$ cat config.mk
export PLATFORM = sky130hd
export DESIGN_NAME = aiv_sram_arbiter_flat
export DESIGN_NICKNAME = d
export VERILOG_FILES = /design/src/rtl/aiv_sram_arbiter_if.sv /design/src/rtl/aiv_sram_arbiter.sv /design/src/flat_wrapper.sv
export SDC_FILE = /design/constraint.sdc
export NUM_CORES = 1
export LEC_CHECK = 0
export CAP_MARGIN = 10
export CORE_UTILIZATION = 40
export DETAILED_ROUTE_END_ITERATION = 7
export GPL_ROUTABILITY_DRIVEN = 0
export PLACE_DENSITY = 0.8
export SETUP_SLACK_MARGIN = 0.15
export SKIP_LAST_GASP = 1
export SYNTH_ARGS = -nofsm -noshare
export SYNTH_HDL_FRONTEND = slang
export SYNTH_SLANG_ARGS = --single-unit
$ cat constraint.sdc
create_clock -name clk -period 3.1 [get_ports clk]
set_input_delay 0.62 -clock clk [delete_from_list [all_inputs] [get_ports clk]]
set_output_delay 0.62 -clock clk [all_outputs]
set_load 0.03 [all_outputs]
$ cat src/rtl/aiv_sram_arbiter_if.sv
// Requester handshakes and SRAM pin bundle for aiv_sram_arbiter.
// The arbiter takes the slave modport; clients and the pad wrapper take master.
interface aiv_sram_arbiter_if #(
    parameter int ADDR_W = 18,
    parameter int DATA_W = 16
);
    logic              rd_req;
    logic [ADDR_W-1:0] rd_addr;
    logic              rd_ack;
    logic [DATA_W-1:0] rd_data;
    logic              rd_valid;

    logic              wr_req;
    logic [ADDR_W-1:0] wr_addr;
    logic [DATA_W-1:0] wr_data;
    logic              wr_ack;

    logic              aux_req;
    logic              aux_we;
    logic [ADDR_W-1:0] aux_addr;
    logic [DATA_W-1:0] aux_wdata;
    logic              aux_ack;
    logic [DATA_W-1:0] aux_rdata;
    logic              aux_rvalid;

    logic [ADDR_W-1:0] sram_addr;
    logic [DATA_W-1:0] sram_dq_out;
    logic [DATA_W-1:0] sram_dq_in;
    logic              sram_dq_oe;
    logic              sram_ce_n;
    logic              sram_oe_n;
    logic              sram_we_n;

    modport slave (
        input  rd_req, rd_addr, wr_req, wr_addr, wr_data,
        input  aux_req, aux_we, aux_addr, aux_wdata, sram_dq_in,
        output rd_ack, rd_data, rd_valid, wr_ack, aux_ack, aux_rdata, aux_rvalid,
        output sram_addr, sram_dq_out, sram_dq_oe, sram_ce_n, sram_oe_n, sram_we_n
    );

    modport master (
        output rd_req, rd_addr, wr_req, wr_addr, wr_data,
        output aux_req, aux_we, aux_addr, aux_wdata, sram_dq_in,
        input  rd_ack, rd_data, rd_valid, wr_ack, aux_ack, aux_rdata, aux_rvalid,
        input  sram_addr, sram_dq_out, sram_dq_oe, sram_ce_n, sram_oe_n, sram_we_n
    );
endinterface

$ cat src/rtl/aiv_sram_arbiter.sv
// Three-port framebuffer SRAM arbiter: fixed 3-cycle slots, rd > wr > aux with aux anti-starvation.
// Define AIV_SRAM_ARB_STATS_EN to add saturating grant/conflict counters.
module aiv_sram_arbiter #(
    parameter int ADDR_W       = 18,
    parameter int DATA_W       = 16,
    parameter int AUX_MAX_WAIT = 8
) (
    input  logic clk,
    input  logic reset,
`ifdef AIV_SRAM_ARB_STATS_EN
    input  logic        stat_clear,
    output logic [15:0] stat_rd_cnt,
    output logic [15:0] stat_wr_cnt,
    output logic [15:0] stat_aux_cnt,
    output logic [15:0] stat_conflict_cnt,
`endif
    aiv_sram_arbiter_if.slave bus
);
    typedef enum logic [2:0] {ST_IDLE, ST_A0, ST_A1, ST_A2, ST_TURN} state_t;
    typedef enum logic [1:0] {OWN_NONE, OWN_RD, OWN_WR, OWN_AUX} owner_t;

    state_t            state_q, state_d;
    owner_t            owner_q, owner_d;
    logic              we_q, we_d;
    logic [ADDR_W-1:0] addr_q, addr_d;
    logic [DATA_W-1:0] wdata_q, wdata_d;
    logic [7:0]        aux_wait_q, aux_wait_d;
    logic [DATA_W-1:0] rd_data_q, rd_data_d;
    logic [DATA_W-1:0] aux_rdata_q, aux_rdata_d;
    logic              rd_valid_q, rd_valid_d;
    logic              aux_rvalid_q, aux_rvalid_d;
    logic              ce_n_q, ce_n_d;

    logic   decide;
    logic   aux_force;
    owner_t grant;
    logic   grant_we;
    logic   in_slot;

    always_comb begin
        decide    = (state_q == ST_IDLE) || (state_q == ST_A2);
        aux_force = bus.aux_req && (aux_wait_q >= 8'(AUX_MAX_WAIT));
        grant     = OWN_NONE;
        if (decide) begin
            if (aux_force)       grant = OWN_AUX;
            else if (bus.rd_req)  grant = OWN_RD;
            else if (bus.wr_req)  grant = OWN_WR;
            else if (bus.aux_req) grant = OWN_AUX;
        end
        grant_we = (grant == OWN_WR) || ((grant == OWN_AUX) && bus.aux_we);
    end

    always_comb begin
        state_d      = state_q;
        owner_d      = owner_q;
        we_d         = we_q;
        addr_d       = addr_q;
        wdata_d      = wdata_q;
        aux_wait_d   = aux_wait_q;
        rd_data_d    = rd_data_q;
        aux_rdata_d  = aux_rdata_q;
        rd_valid_d   = 1'b0;
        aux_rvalid_d = 1'b0;
        ce_n_d       = 1'b0;

        case (state_q)
            ST_A0:   state_d = ST_A1;
            ST_A1:   state_d = ST_A2;
            ST_TURN: state_d = ST_A0;
            default: state_d = state_q;
        endcase

        // Only a write chained directly behind a read slot needs the dead cycle.
        if (decide) begin
            if (grant != OWN_NONE) begin
                state_d = ((state_q == ST_A2) && !we_q && grant_we) ? ST_TURN : ST_A0;
                owner_d = grant;
                we_d    = grant_we;
                case (grant)
                    OWN_RD:  addr_d = bus.rd_addr;
                    OWN_WR:  begin addr_d = bus.wr_addr;  wdata_d = bus.wr_data;   end
                    default: begin addr_d = bus.aux_addr; wdata_d = bus.aux_wdata; end
                endcase
            end else begin
                state_d = ST_IDLE;
            end
        end

        if (!bus.aux_req || (grant == OWN_AUX)) begin
            aux_wait_d = '0;
        end else if ((grant != OWN_NONE) && (aux_wait_q < 8'(AUX_MAX_WAIT))) begin
            aux_wait_d = aux_wait_q + 8'd1;
        end

        if ((state_q == ST_A2) && !we_q) begin
            if (owner_q == OWN_RD) begin
                rd_data_d  = bus.sram_dq_in;
                rd_valid_d = 1'b1;
            end else if (owner_q == OWN_AUX) begin
                aux_rdata_d  = bus.sram_dq_in;
                aux_rvalid_d = 1'b1;
            end
        end
    end

    always_ff @(posedge clk) begin
        if (reset) begin
            state_q      <= ST_IDLE;
            owner_q      <= OWN_NONE;
            we_q         <= 1'b0;
            addr_q       <= '0;
            wdata_q      <= '0;
            aux_wait_q   <= '0;
            rd_data_q    <= '0;
            aux_rdata_q  <= '0;
            rd_valid_q   <= 1'b0;
            aux_rvalid_q <= 1'b0;
            ce_n_q       <= 1'b1;
        end else begin
            state_q      <= state_d;
            owner_q      <= owner_d;
            we_q         <= we_d;
            addr_q       <= addr_d;
            wdata_q      <= wdata_d;
            aux_wait_q   <= aux_wait_d;
            rd_data_q    <= rd_data_d;
            aux_rdata_q  <= aux_rdata_d;
            rd_valid_q   <= rd_valid_d;
            aux_rvalid_q <= aux_rvalid_d;
            ce_n_q       <= ce_n_d;
        end
    end

    assign in_slot = (state_q == ST_A0) || (state_q == ST_A1) || (state_q == ST_A2);

    assign bus.rd_ack      = (state_q == ST_A0) && (owner_q == OWN_RD);
    assign bus.wr_ack      = (state_q == ST_A0) && (owner_q == OWN_WR);
    assign bus.aux_ack     = (state_q == ST_A0) && (owner_q == OWN_AUX);
    assign bus.rd_data     = rd_data_q;
    assign bus.rd_valid    = rd_valid_q;
    assign bus.aux_rdata   = aux_rdata_q;
    assign bus.aux_rvalid  = aux_rvalid_q;
    assign bus.sram_addr   = addr_q;
    assign bus.sram_dq_out = wdata_q;
    assign bus.sram_dq_oe  = in_slot && we_q;
    assign bus.sram_oe_n   = !(in_slot && !we_q);
    assign bus.sram_we_n   = !((state_q == ST_A1) && we_q);
    assign bus.sram_ce_n   = ce_n_q;

`ifdef AIV_SRAM_ARB_STATS_EN
    logic [15:0] st_rd_q, st_rd_d, st_wr_q, st_wr_d;
    logic [15:0] st_aux_q, st_aux_d, st_conf_q, st_conf_d;
    logic [1:0]  pend_cnt;

    function automatic logic [15:0] sat_inc(input logic [15:0] v, input logic en);
        return (en && (v != 16'hFFFF)) ? v + 16'd1 : v;
    endfunction

    always_comb begin
        pend_cnt  = 2'(bus.rd_req) + 2'(bus.wr_req) + 2'(bus.aux_req);
        st_rd_d   = sat_inc(st_rd_q, bus.rd_ack);
        st_wr_d   = sat_inc(st_wr_q, bus.wr_ack);
        st_aux_d  = sat_inc(st_aux_q, bus.aux_ack);
        st_conf_d = sat_inc(st_conf_q, decide && (pend_cnt >= 2'd2));
        if (stat_clear) begin
            st_rd_d   = '0;
            st_wr_d   = '0;
            st_aux_d  = '0;
            st_conf_d = '0;
        end
    end

    always_ff @(posedge clk) begin
        if (reset) begin
            st_rd_q   <= '0;
            st_wr_q   <= '0;
            st_aux_q  <= '0;
            st_conf_q <= '0;
        end else begin
            st_rd_q   <= st_rd_d;
            st_wr_q   <= st_wr_d;
            st_aux_q  <= st_aux_d;
            st_conf_q <= st_conf_d;
        end
    end

    assign stat_rd_cnt       = st_rd_q;
    assign stat_wr_cnt       = st_wr_q;
    assign stat_aux_cnt      = st_aux_q;
    assign stat_conflict_cnt = st_conf_q;
`endif
endmodule

$ cat src/flat_wrapper.sv
// flat-port wrapper written by rule: the top's interface ports become plain ports
module aiv_sram_arbiter_flat 
#(
    parameter int ADDR_W       = 18,
    parameter int DATA_W       = 16,
    parameter int AUX_MAX_WAIT = 8
)
  (clk, reset, bus_rd_req, bus_rd_addr, bus_wr_req, bus_wr_addr, bus_wr_data, bus_aux_req, bus_aux_we, bus_aux_addr, bus_aux_wdata, bus_sram_dq_in, bus_rd_ack, bus_rd_data, bus_rd_valid, bus_wr_ack, bus_aux_ack, bus_aux_rdata, bus_aux_rvalid, bus_sram_addr, bus_sram_dq_out, bus_sram_dq_oe, bus_sram_ce_n, bus_sram_oe_n, bus_sram_we_n);
  aiv_sram_arbiter_if #(.ADDR_W(ADDR_W), .DATA_W(DATA_W)) bus_i ();
  input  logic clk;
  input  logic reset;
  input wire logic [$bits(bus_i.rd_req)-1:0] bus_rd_req;
  input wire logic [$bits(bus_i.rd_addr)-1:0] bus_rd_addr;
  input wire logic [$bits(bus_i.wr_req)-1:0] bus_wr_req;
  input wire logic [$bits(bus_i.wr_addr)-1:0] bus_wr_addr;
  input wire logic [$bits(bus_i.wr_data)-1:0] bus_wr_data;
  input wire logic [$bits(bus_i.aux_req)-1:0] bus_aux_req;
  input wire logic [$bits(bus_i.aux_we)-1:0] bus_aux_we;
  input wire logic [$bits(bus_i.aux_addr)-1:0] bus_aux_addr;
  input wire logic [$bits(bus_i.aux_wdata)-1:0] bus_aux_wdata;
  input wire logic [$bits(bus_i.sram_dq_in)-1:0] bus_sram_dq_in;
  output wire logic [$bits(bus_i.rd_ack)-1:0] bus_rd_ack;
  output wire logic [$bits(bus_i.rd_data)-1:0] bus_rd_data;
  output wire logic [$bits(bus_i.rd_valid)-1:0] bus_rd_valid;
  output wire logic [$bits(bus_i.wr_ack)-1:0] bus_wr_ack;
  output wire logic [$bits(bus_i.aux_ack)-1:0] bus_aux_ack;
  output wire logic [$bits(bus_i.aux_rdata)-1:0] bus_aux_rdata;
  output wire logic [$bits(bus_i.aux_rvalid)-1:0] bus_aux_rvalid;
  output wire logic [$bits(bus_i.sram_addr)-1:0] bus_sram_addr;
  output wire logic [$bits(bus_i.sram_dq_out)-1:0] bus_sram_dq_out;
  output wire logic [$bits(bus_i.sram_dq_oe)-1:0] bus_sram_dq_oe;
  output wire logic [$bits(bus_i.sram_ce_n)-1:0] bus_sram_ce_n;
  output wire logic [$bits(bus_i.sram_oe_n)-1:0] bus_sram_oe_n;
  output wire logic [$bits(bus_i.sram_we_n)-1:0] bus_sram_we_n;
  assign bus_i.rd_req = bus_rd_req;
  assign bus_i.rd_addr = bus_rd_addr;
  assign bus_i.wr_req = bus_wr_req;
  assign bus_i.wr_addr = bus_wr_addr;
  assign bus_i.wr_data = bus_wr_data;
  assign bus_i.aux_req = bus_aux_req;
  assign bus_i.aux_we = bus_aux_we;
  assign bus_i.aux_addr = bus_aux_addr;
  assign bus_i.aux_wdata = bus_aux_wdata;
  assign bus_i.sram_dq_in = bus_sram_dq_in;
  assign bus_rd_ack = bus_i.rd_ack;
  assign bus_rd_data = bus_i.rd_data;
  assign bus_rd_valid = bus_i.rd_valid;
  assign bus_wr_ack = bus_i.wr_ack;
  assign bus_aux_ack = bus_i.aux_ack;
  assign bus_aux_rdata = bus_i.aux_rdata;
  assign bus_aux_rvalid = bus_i.aux_rvalid;
  assign bus_sram_addr = bus_i.sram_addr;
  assign bus_sram_dq_out = bus_i.sram_dq_out;
  assign bus_sram_dq_oe = bus_i.sram_dq_oe;
  assign bus_sram_ce_n = bus_i.sram_ce_n;
  assign bus_sram_oe_n = bus_i.sram_oe_n;
  assign bus_sram_we_n = bus_i.sram_we_n;
  aiv_sram_arbiter #(.ADDR_W(ADDR_W), .DATA_W(DATA_W), .AUX_MAX_WAIT(AUX_MAX_WAIT)) u_core (.clk(clk), .reset(reset), .bus(bus_i));
endmodule
Word level (Yosys, flattened, before mapping). Index checks and enable logic that the tools add are counted.

Flip-flop bits (word level): 83. Input port bits: 108.

$add $sub $neg: 1. Order comparisons: 2. Equal/unequal tests: 10. Multiplexer cells: 14. Bitwise operators: 3. Reduce and logical (&&, ||, !) cells: 30.

Operators by type and width (number): one-hot mux 18 bit (2 select lines) (1); one-hot mux 16 bit (2 select lines) (1); logical AND 1 bit (11); two-way mux 2 bit (5); two-way mux 3 bit (3); one-hot mux 3 bit (3 select lines) (1); adder 8 x 1 -> 8 bit (second input constant) (1); == test 2 bit (second input constant) (4); greater-or-equal comparator 8 x 4 -> 1 bit (second input constant) (1); less-than comparator 8 x 4 -> 1 bit (second input constant) (1); == test 3 x 2 -> 1 bit (second input constant) (2); AND reduction 3 bit (2); logical OR 1 bit (5); == test 2 x 1 -> 1 bit (second input constant) (2); logical NOT 1 bit (4); AND reduction 2 bit (2); nonzero test 4 bit (1); OR reduction 2 bit (2); == test 3 x 1 -> 1 bit (second input constant) (1); == test 3 bit (second input constant) (1); logical NOT 3 bit (1); two-way mux 1 bit (3); inverter 1 bit (3); OR reduction 3 bit (1); nonzero test 2 bit (1).

Depth between registers and ports, before layout.
Word-level depth: 12. Mapped depth: 11.

Least setup slack after synthesis. Ideal clock, no wire load.

Kind: input to register. From: in bus_rd_req. To: reg u_core.wdata_q[10] (netlist: u_core.bus.sram_dq_out[10]). Setup time: 0.086 ns. Arrival time: 2.393 ns. Setup slack: 0.621 ns. Cell stages on the path: 10. Buffers on the path: 3. Path through: or3b_2 o22ai_1 or3_1 ha_1 buf_2 inv_1 and3_1 buf_2 buf_2 a211oi_1.

Longest elaborated chain between the ends: 6. Elaborated cells on any way between the ends: 9.

Ends and longest elaborated chain: from (decl) (line flat_wrapper.sv:12) `input wire logic [$bits(bus_i.rd_req)-1:0] bus_rd_req;`; two-way mux 2 bit (*) (line aiv_sram_arbiter.sv:46) `else if (bus.rd_req) grant = OWN_RD;`; two-way mux 2 bit (*) (line aiv_sram_arbiter.sv:45) `if (aux_force) grant = OWN_AUX;`; two-way mux 2 bit (*) (line aiv_sram_arbiter.sv:44) `if (decide) begin`; == test 2 x 1 -> 1 bit (line aiv_sram_arbiter.sv:79) `case (grant)`; inverter 1 bit (no line); AND reduction 3 bit (no line); to (signal assigned) (line aiv_sram_arbiter.sv:124) `wdata_q <= wdata_d;`; to (decl) (line aiv_sram_arbiter.sv:26) `logic [DATA_W-1:0] wdata_q, wdata_d;`.

Mark *: on every way between the ends. The rest lies on a longest branch, timed or not. A chain may end at the register's enable or synchronous reset.

Final worst setup path.
From: in bus_rd_req. To: reg u_core.wdata_q[3] (netlist: u_core.bus.sram_dq_out[3]).

Same word-level chain as after synthesis.

==> out/results.ini <==
[clock_tree]
clock_tree_from_tritoncts = done
worst_skew_pair.late_latency_ps = 340
cts_inserted_buffers = 9
clkSinkCount = 83
clk_transition_reported_paths_ps = 80
clockRootBuffer = clkbuf_8
htree_levels = 3
cts.hold.buffers_added = 0
cts_buffer_depth = 2

[detailed_routing]
routed_wire_length_per_instance_microns = 16.3
via_count = 3933
antenna_violating_nets_left = 0
drc_errors = 0
drt_pre_antenna_iters = 7
drt-vias-per-instance = 5.54
drt_first_iter_violations = 207
wl_mm = 11.6

[critical_path]
critPathLaunchType = input pin
path_max_fanout = 16
crit_path_end = u_core.bus.sram_dq_out[3]$_SDFFE_PP0P_
worst_r2r_startpoint = u_core.state_q[1]$_SDFFE_PP0P_
crit_path_end_kind = flip-flop
worst-endpoint-required_ps = 3360
setup.reg_to_reg.worst_slack_ps = 590
worstSetupPathType = in -> reg
worstPathArrival_ps = 3000
startpoint = bus_rd_req
length_in_cells_of_the_worst_reg_to_reg_path = 7
rr_endpoint = u_core.bus.sram_dq_out[3]$_SDFFE_PP0P_

[global_route]
first_global_vias = 3742
grtUsageMet1_pct = 27.6
global_route.overflow_total = 0
grt_use_total_pct = 23.5
grt.met2_usage_pct = 41.7
grt.met3_usage_pct = 4.40
grt-busiest-layer = met2
first_pass_grt_wire_length_mm = 18.4
antenna_found_initial = 0
grt_max_degree = 40

[cells_and_area]
insertedDiodeCount = 0
drive_gt1_share_pct = 6.51
fin_nets = 708
finalCoreUtilization_pct = 64.5
flow.area_growth_from_synthesis_pct = 56.9

[power]
power.density_mw_per_mm2 = 860
post-layout-total-power_mw = 5.07
leakage_nw = 2.10
peakVddDrop_uv = 492

[place]
detailed_placement_wirelength_estimate_mm = 8.53
place.port_buffers = 182

[logic_synthesis]
synth_flop_cell = dfxtp_1
synth_enable_flop_cells = 0
netlist_area_sq_mm = 0.00376
synth.lib_cells_used.distinct = 44
synth_nets = 544
synth-seq-cells = 83
synthDominantCellAreaShare_pct = 44.2
synthCells = 430
synth-seq-area-share_pct = 44.2
yosys_warnings = 0
ys_top_cells_by_area = dfxtp_1 44%, o21ai_0 7.1%, a21oi_1 5.1%
async_reset_ff_share_pct = 0
post_synth.cell_area_avg_sq_um = 8.75
synth_top_cell_by_area = dfxtp_1

[timing]
hold_viol_final = 0
actual_transition_at_the_worst_max_transition_pin_ps = 1070
timing.slew.headroom_pct = 28.6
worst_case_clock_skew_ps = 3.40
post-route-min-period_ps = 2750
ratio_of_final_minimum_period_to_clock_period_pct = 88.7
timing.final.max_slew_violations = 0
rsz0062_at_grt = false
fmax_mhz = 364
setup_viol_count_final = 0

[die]
dieHeight_microns = 99.0
floorplan.die_area_sq_mm = 0.00979
placement_rows = 35
floorplan.die.width_microns = 99.0
initial_core_utilization_pct = 41.1
core_sq_mm = 0.00915
i_o_pin_count = 183

[run_status]
result_of_the_run = finished, final reports clean

[min_path]
worst_hold_path_type = reg -> reg

[flow_run]
maxCapViolations = 0

## layer usage
layer  vias to the layer above  routed length (microns)  share of wire [%]
met3                        25                      635                5.5
met4                         0                      342                3.0
met2                       125                     5860                 51
li1                       1921                        -                  -
met5                         -                        0                  0
met1                      1862                     4740                 41
## timing repair
item / 4_1_cts / 5_1_grt
setup buffers: 0 / 0
setup endpoints to repair: 0 / 35
resized for setup: 0 / 3
## report_power, final
group	internal (mW)	leakage (nW)	switching, mW
logic	1.13	1.30	1.58
registers	1.29	0.675	0.161
clock network	0.539	0.121	0.385
total	2.95	2.10	2.12
## cells by family after synthesis
group	after synthesis	share of synthesized area, %
AOI/OAI and AO/OA	170	28.0
and+or+nand+nor	104	14.8
DFF	83	44.2
buffers and inverters	48	6.02
muxes	16	4.26
adders and majority gates	6	2.00
xor gates and xnor gates	3	0.699
## cell usage in the layout (no fill, tap or decap), types with 5 or more instances in the layout
master	n
a211oi_1	16
a21oi_1	38
a22o_1	18
a22oi_1	18
a31oi_1	18
and2_1	6
buf_4	12
clkbuf_8	9
clkdlybuf4s50_1	181
dfxtp_1	83
ha_1	5
inv_1	5
mux2i_1	16
nand2_1	21
nand3_1	35
nor2_1	7
nor3_1	7
o21ai_0	53
## stage by stage
stage | worst slack (ps) | TNS [ps] | cell area, sq um | hold WS [ps] | std cells
final | 352 | 0 | 5900 | 481 | 710
after floorplan | 621 | 0 | 3760 | 448 | 430
after global routing | 209 | 0 | 5900 | 494 | 710
after detailed placement | -204 | -5490 | 5650 | 463 | 694
after CTS | 150 | 0 | 5890 | 478 | 710
after global placement | -46.3 | -831 | 5650 | 459 | 694
## worst max-delay path, stage by stage
cell	delay, ps
clkdlybuf4s50_1	420
buf_4	140
nor2b_1	150
o22ai_1	130
or3_1	350
ha_1	290
nor2_2	270
buf_4	270
a31oi_1	120
a211oi_1	230
## registers in the layout, summed over array words and instances (netlist names), 2 cells and up
signal,count
u_core.state_q,3
u_core.aux_wait_q,8
u_core.bus.sram_addr,18
u_core.owner_q,2
u_core.bus.sram_dq_out,16
u_core.bus.aux_rdata,16
u_core.bus.rd_data,16
## final cells by class
| class | instances | area, sq um |
|---|---|---|
| Fill cell | 777 | 3250 |
| Sequential cell | 83 | 1660 |
| Clock buffer | 10 | 128 |
| Timing Repair Buffer | 196 | 1950 |
| Tap cell | 111 | 139 |
| Multi-Input combinational cell | 299 | 1900 |
| Clock inverter | 6 | 113 |
| Inverter | 5 | 18.8 |
## synth_stat cells, types with 3 or more instances
cell and n:
nand3_1 35, a22o_1 18, inv_1 5, and3_1 3, a31oi_1 18, nor3b_1 3
nor2_1 8, a211oi_1 16, clkbuf_1 19, nor3_1 7, buf_2 19, a21oi_1 38
nor2b_1 4, and2_1 6, dfxtp_1 83, nand3b_1 4, a22oi_1 18, ha_1 6
o21ai_0 53, or3_1 3, mux2i_1 16, nand2_1 21
## worst min-delay path by stage
stage / from / endpoint / slack (ps) / depth (start not counted)
after floorplan: u_core.aux_wait_q[2]$_SDFFE_PP0P_ / u_core.aux_wait_q[2]$_SDFFE_PP0P_ / 450 / 2
after global placement: u_core.bus.sram_addr[17]$_SDFFE_PP0P_ / u_core.bus.sram_addr[17]$_SDFFE_PP0P_ / 460 / 1
after detailed placement: u_core.bus.sram_addr[11]$_SDFFE_PP0P_ / u_core.bus.sram_addr[11]$_SDFFE_PP0P_ / 460 / 1
after CTS: u_core.bus.rd_data[10]$_SDFFE_PP0P_ / u_core.bus.rd_data[10]$_SDFFE_PP0P_ / 480 / 2
after global routing: u_core.bus.rd_data[10]$_SDFFE_PP0P_ / u_core.bus.rd_data[10]$_SDFFE_PP0P_ / 490 / 2
final: u_core.bus.aux_rdata[2]$_SDFFE_PP0P_ / u_core.bus.aux_rdata[2]$_SDFFE_PP0P_ / 480 / 2
Power figures use the tool's default switching activity.
